$ cat src/rtl/spi_regfile_peripheral.sv
// SPI mode-0 target with a NUM_REGS x DATA_W register file.
// Writes commit on nCS rise; reads shift reg[addr] out on CIPO.
module spi_regfile_peripheral #(
    parameter int NUM_REGS    = 5,
    parameter int ADDR_W      = 7,
    parameter int DATA_W      = 8,
    parameter int SYNC_STAGES = 2
) (
    input  logic                         clk,
    input  logic                         rst_n,
    input  logic                         SCLK,
    input  logic                         COPI,
    input  logic                         nCS,
    output logic                         CIPO,
    output logic                         CIPO_oe,
    output logic [NUM_REGS*DATA_W-1:0]   reg_flat,
    output logic                         wr_strobe,
    output logic [ADDR_W-1:0]            wr_addr,
    output logic                         frame_err
);

    localparam int FRAME = 1 + ADDR_W + DATA_W;
    localparam int CW    = $clog2(FRAME + 2);

    localparam logic [CW-1:0] C_ADDR  = CW'(ADDR_W);
    localparam logic [CW-1:0] C_LAST  = CW'(FRAME - 1);
    localparam logic [CW-1:0] C_FRAME = CW'(FRAME);
    localparam logic [CW-1:0] C_SAT   = CW'(FRAME + 1);

    typedef enum logic [1:0] {
        S_IDLE,
        S_ADDR,
        S_DATA,
        S_END
    } state_t;

    state_t state, state_nxt;

    logic [SYNC_STAGES-1:0] sclk_sy, copi_sy, ncs_sy;
    logic                   sclk_d, ncs_d;
    logic                   sclk_s, copi_s, ncs_s;
    logic                   sclk_rise, sclk_fall, ncs_rise, ncs_fall;

    logic [CW-1:0]          cnt;
    logic [FRAME-1:0]       sh;
    logic [DATA_W-1:0]      tx;
    logic                   oe_q, cipo_q, eval_q;
    logic [ADDR_W-1:0]      rd_addr;
    logic [DATA_W-1:0]      rd_data;
    logic                   f_rw;
    logic [ADDR_W-1:0]      f_addr;
    logic [DATA_W-1:0]      f_data;
    logic                   out_en;
    logic [NUM_REGS*DATA_W-1:0] reg_q;

    // Synchronise the async SPI pins; keep one extra copy for edge detection
    always_ff @(posedge clk or negedge rst_n) begin
        if (!rst_n) begin
            sclk_sy <= '0;
            copi_sy <= '0;
            ncs_sy  <= '1;
            sclk_d  <= 1'b0;
            ncs_d   <= 1'b1;
        end else begin
            sclk_sy <= {sclk_sy[SYNC_STAGES-2:0], SCLK};
            copi_sy <= {copi_sy[SYNC_STAGES-2:0], COPI};
            ncs_sy  <= {ncs_sy[SYNC_STAGES-2:0], nCS};
            sclk_d  <= sclk_sy[SYNC_STAGES-1];
            ncs_d   <= ncs_sy[SYNC_STAGES-1];
        end
    end

    assign sclk_s    = sclk_sy[SYNC_STAGES-1];
    assign copi_s    = copi_sy[SYNC_STAGES-1];
    assign ncs_s     = ncs_sy[SYNC_STAGES-1];
    assign sclk_rise = sclk_s & ~sclk_d;
    assign sclk_fall = ~sclk_s & sclk_d;
    assign ncs_rise  = ncs_s & ~ncs_d;
    assign ncs_fall  = ~ncs_s & ncs_d;

    assign rd_addr = {sh[ADDR_W-2:0], copi_s};
    assign f_rw    = sh[FRAME-1];
    assign f_addr  = sh[FRAME-2 -: ADDR_W];
    assign f_data  = sh[DATA_W-1:0];

    // State register
    always_ff @(posedge clk or negedge rst_n) begin
        if (!rst_n) state <= S_IDLE;
        else        state <= state_nxt;
    end

    // Next-state: framing by chip select, phase by bit count
    always_comb begin
        state_nxt = state;
        if (ncs_fall) begin
            state_nxt = S_ADDR;
        end else if (ncs_rise) begin
            state_nxt = S_IDLE;
        end else if (sclk_rise && !ncs_s) begin
            case (state)
                S_ADDR:  if (cnt == C_ADDR) state_nxt = S_DATA;
                S_DATA:  if (cnt == C_LAST) state_nxt = S_END;
                default: state_nxt = state;
            endcase
        end
    end

    // Read mux; out-of-range addresses read as zero
    always_comb begin
        rd_data = '0;
        for (int i = 0; i < NUM_REGS; i++) begin
            if (rd_addr == ADDR_W'(i)) rd_data = reg_q[i*DATA_W +: DATA_W];
        end
    end

    // Bit counter, receive shifter and read-back shifter
    always_ff @(posedge clk or negedge rst_n) begin
        if (!rst_n) begin
            cnt    <= '0;
            sh     <= '0;
            tx     <= '0;
            oe_q   <= 1'b0;
            cipo_q <= 1'b0;
            eval_q <= 1'b0;
        end else begin
            eval_q <= 1'b0;
            if (ncs_fall) begin
                cnt    <= '0;
                sh     <= '0;
                tx     <= '0;
                oe_q   <= 1'b0;
                cipo_q <= 1'b0;
            end else if (ncs_rise) begin
                oe_q   <= 1'b0;
                cipo_q <= 1'b0;
                eval_q <= (state != S_IDLE);
            end else if (!ncs_s && state != S_IDLE) begin
                if (sclk_rise) begin
                    if (cnt != C_SAT) cnt <= cnt + 1'b1;
                    if (cnt < C_FRAME) sh <= {sh[FRAME-2:0], copi_s};
                    if (state == S_ADDR && cnt == C_ADDR && !sh[ADDR_W-1]) begin
                        tx   <= rd_data;
                        oe_q <= 1'b1;
                    end
                end
                if (sclk_fall && oe_q) begin
                    cipo_q <= tx[DATA_W-1];
                    tx     <= {tx[DATA_W-2:0], 1'b0};
                end
            end
        end
    end

    // Commit or reject the finished frame
    always_ff @(posedge clk or negedge rst_n) begin
        if (!rst_n) begin
            reg_q     <= '0;
            wr_addr   <= '0;
            wr_strobe <= 1'b0;
            frame_err <= 1'b0;
        end else begin
            wr_strobe <= 1'b0;
            frame_err <= 1'b0;
            if (eval_q) begin
                if (cnt != C_FRAME) begin
                    frame_err <= 1'b1;
                end else if (f_rw) begin
                    if (int'(f_addr) < NUM_REGS) begin
                        for (int i = 0; i < NUM_REGS; i++) begin
                            if (f_addr == ADDR_W'(i)) reg_q[i*DATA_W +: DATA_W] <= f_data;
                        end
                        wr_addr   <= f_addr;
                        wr_strobe <= 1'b1;
                    end else begin
                        frame_err <= 1'b1;
                    end
                end
            end
        end
    end

    assign out_en   = !ncs_s && (state == S_DATA || state == S_END);
    assign CIPO     = cipo_q & out_en;
    assign CIPO_oe  = oe_q & out_en;
    assign reg_flat = reg_q;

endmodule

$ cat config.mk
export PLATFORM = sky130hd
export DESIGN_NAME = spi_regfile_peripheral
export DESIGN_NICKNAME = d
export VERILOG_FILES = /design/src/rtl/spi_regfile_peripheral.sv
export SDC_FILE = /design/constraint.sdc
export NUM_CORES = 1
export LEC_CHECK = 0
export CELL_PAD_IN_SITES_DETAIL_PLACEMENT = 0
export CELL_PAD_IN_SITES_GLOBAL_PLACEMENT = 2
export CORE_MARGIN = 2
export CORE_UTILIZATION = 38
export CTS_BUF_LIST = sky130_fd_sc_hd__clkbuf_2
export DETAILED_ROUTE_END_ITERATION = 8
export PLACE_DENSITY_LB_ADDON = 0.1
export SYNTH_ARGS = -nofsm -noshare
export SYNTH_HDL_FRONTEND = slang
export SYNTH_SLANG_ARGS = --single-unit
export TNS_END_PERCENT = 20
$ cat constraint.sdc
create_clock -name clk -period 2.8 [get_ports clk]
set_clock_uncertainty 0.1 [all_clocks]
set_input_delay 0.42 -clock clk [delete_from_list [all_inputs] [get_ports clk]]
set_output_delay 0.42 -clock clk [all_outputs]
set_load 0.02 [all_outputs]
==> metrics.yaml <==
via_per_inst: 5.103
use_met3_pct: 3.260
synth-simple-area-share_pct: 15.58
critPathRequiredTime_ns: 3.19
setup_violations: 0
grt_max_degree: 44
synthXorXnorAreaFrac_pct: 0
insertedDiodeCount: 0
post-route-min-period_ns: 2.432
met2_usage_pct: 26.01
firstDrtPassIters: 4
path_depth: 7
ys_types: 54
p_seq_share_pct: 58.4
clockPowerShare_pct: 29.3
cts_tree: "yes"
dieArea_sq_um: 11960
start_util_pct: 38.90
power.switching_mw: 0.7389
antenna_found_initial: 0
fill_cells: 1025
syn-instance-count: 365
final_max_slew_viol_count: 0
clock-sinks: 91
hold_viol: 0
outcome: "finished clean"
cts_buffer_depth: 2
grt.total_usage_pct: 18.79
yosysWarnings: 0
cp-end-kind: "register"
die_w_um: 109.3
antenna_left: 0
multi_input_area_sq_um: 1810
met1_usage_pct: 28.45
grt_pass1_vias: 2955
combPwrFrac_pct: 12.3
path_cells: "inv_1, ha_1, or4b_2, a21oi_1, nor2_1, nor2_1, mux2_2"
maxCapViolations: 0
r2r_cells: 7
path_class: "register to register"
grt_pass1_wl_um: 16600
die_h_um: 109.3
crit_top_cell: "nor2_1"
totalPowerFinal_mw: 2.514
hold_path_class: "primary input to register"
mappedNetlistArea_sq_um: 4217
clk_latency_ns: 0.57
num_io_pins: 56
p_leak_nw: 2.356
synth_compound_area_share_pct: 10.06
cp_slowest_cell: "or4b_2"
rsz0062_at_grt: "false"
path_max_fanout: 3
gp_congestion: 0.7801
synth_nets: 380
synth_edf_count: 0
clock-root-buffer: "clkbuf_2"
portBuffers: 55
drt_iter0_drc: 138
tns_ns: 0
ir_drop_mv: 0.2411
synth_top_family_by_area: "simple AND/OR/NAND/NOR gates"
register_area_sq_um: 2281
drive_above_1_share_pct: 21.30
path_clk_slew_ns: 0.22
cp_top_family: "simple AND/OR/NAND/NOR gates"
dp_hpwl_um: 7121
worst_pin_slew_ns: 0.6534
fin_hold_ws_ns: 0.1204
vias: 2919
cp-start-kind: "register"
syn_avg_cell_area_sq_um: 11.55
core_area_sq_um: 10840
cp_num_buf_inv: 1
period_share_pct: 86.85
fin_nets: 442
slowest_delay_ns: 0.67
grt-ovfl-total: 0
synth-adder-area-share_pct: 2.967
area_delta_synth_final_pct: 21.07
grt_busiest_layer: "met1"
powerDensity_nw_per_um2: 492.5
swShare_pct: 29.39
fin_area_sq_um: 5105
placed_area_sq_um: 4962
ys_seq_area_share_pct: 54.09
fmax_mhz: 411.2
async_reset_ff_share_pct: 100.0
synthMuxAreaShare_pct: 14.33
numCtsBuffers: 9
drt_drc_violations_left: 0
synth-seq-cells: 91
htree_levels: 3
wl_per_cell_um: 17.90
rows: 38
slew_headroom_pct: 56.04
arrival_ns: 2.82
intPower_mw: 1.775
synthFlopType: "dfrtp_1"
wirelength_um: 10240
holdPathStages: 1
[power groups by stage]
stage,Sequential [mW],Combinational (mW),Clock [mW]
after floorplan,1.44,0.221,0
after global placement,1.49,0.308,0
after detailed placement,1.49,0.309,0
after CTS,1.47,0.312,0.766
after global routing,1.48,0.352,0.827
final,1.47,0.308,0.738
[layout by cell type, fill, tap and decap left out, drive strengths merged, types with 4 or more instances in the layout]
master and n:
ha 10, o22ai 4, buf 12, clkbuf 9
clkinv 5, nor2 23, a21oi 5, inv 14
o31ai 4, or3 4, or2 4, a221o 4
mux2 45, nand3 7, nand2 28, clkdlybuf4s50 52
and2 4, nand2b 18, nor3 5, a31oi 7
dfrtp 88, o21ai 28, nor2b 5
[per-stage QoR]
stage / setup WS, ns / util (%) / instances
after floorplan: 0.5728 / - / 365
after global placement: 0.4528 / 45.78 / 555
after detailed placement: 0.4014 / 45.78 / 555
after CTS: 0.04144 / 47.05 / 572
after global routing: 0.2346 / 47.09 / 572
final: 0.3683 / 47.09 / 572
[final cells by class]
| type | count | area share, % |
|---|---|---|
| flip-flops and latches | 91 | 44.68 |
| multi-input cells | 244 | 35.47 |
| repair buffers | 67 | 12.89 |
| well taps | 140 | 3.431 |
| clock inverters | 7 | 1.618 |
| inverters | 14 | 1.029 |
| clock buffers | 9 | 0.8824 |
[cell families (layout without fill, tap and decap cells)]
logic type	count (synthesis)	after routing
buffers and inverters	30	97
adders and majority gates	10	10
DFF	91	91
and+or+nand+nor	118	118
AOI/OAI and AO/OA	65	65
muxes	51	51
[what timing repair did]
item,in CTS,in global routing
hold buffers,1,0
endpoints found under the setup margin,0,2
setup buffers,0,0
gates resized for setup,0,3
endpoints found under the hold margin,38,0
[sequential cells by signal, indices dropped and copies added, names as in the netlist]
register,flops
sclk_sy,2
state,2
copi_sy,2
tx,8
sh,16
ncs_sy,2
ncs_d,1
eval_q,1
wr_strobe,1
cnt,5
wr_addr,7
sclk_d,1
frame_err,1
oe_q,1
cipo_q,1
reg_flat,40
[layer usage]
| layer | routed length [um] | up-vias |
|---|---|---|
| met4 | 164 | 0 |
| li1 | - | 1418 |
| met5 | 0 | - |
| met2 | 4443 | 44 |
| met1 | 5343 | 1445 |
| met3 | 285 | 12 |
[synthesized netlist by cell type (2+ instances only)]
| cell type | count | area, sq um |
|---|---|---|
| ha_1 | 10 | 125.1 |
| dfrtp_1 | 88 | 2202 |
| mux2_2 | 45 | 506.7 |
| a31oi_1 | 7 | 43.79 |
| clkbuf_1 | 13 | 48.80 |
| a21oi_1 | 5 | 25.02 |
| mux4_2 | 3 | 67.56 |
| or2_2 | 3 | 18.77 |
| dfstp_2 | 3 | 78.83 |
| nand4b_1 | 2 | 17.52 |
| a221o_1 | 4 | 40.04 |
| inv_1 | 14 | 52.55 |
| a32o_1 | 2 | 20.02 |
| mux2i_1 | 3 | 30.03 |
| o31ai_1 | 4 | 30.03 |
| nand3_1 | 7 | 35.03 |
| nand4_1 | 3 | 18.77 |
| nor3_1 | 4 | 20.02 |
| nor4_1 | 2 | 12.51 |
| and2_2 | 4 | 30.03 |
| a22o_1 | 3 | 26.28 |
| o21ai_0 | 27 | 135.1 |
| or3_1 | 4 | 25.02 |
| o22ai_1 | 4 | 25.02 |
| nor2b_1 | 5 | 31.28 |
| nand2_1 | 27 | 101.4 |
| nor2_1 | 23 | 86.33 |
| and3_1 | 2 | 12.51 |
| nand2b_1 | 18 | 112.6 |
| nand3b_2 | 2 | 22.52 |
[path summary, 6_finish.rpt]
| path | start | to | slack, ns |
|---|---|---|---|
| worst min-delay path | nCS | ncs_sy[0]$_DFF_PN1_ | 0.12 |
| worst max register to register | state[0]$_DFFE_PN0P_ | cnt[0]$_DFFE_PN0P_ | 0.37 |
| min in group asynchronous | rst_n | sh[4]$_DFFE_PN0P_ | 0.26 |
| max in group asynchronous | rst_n | tx[7]$_DFFE_PN0P_ | 1.73 |
| worst max-delay path | state[0]$_DFFE_PN0P_ | cnt[0]$_DFFE_PN0P_ | 0.37 |
| worst min register to register | ncs_sy[0]$_DFF_PN1_ | ncs_sy[1]$_DFF_PN1_ | 0.27 |
Power figures use the tool's default switching activity.
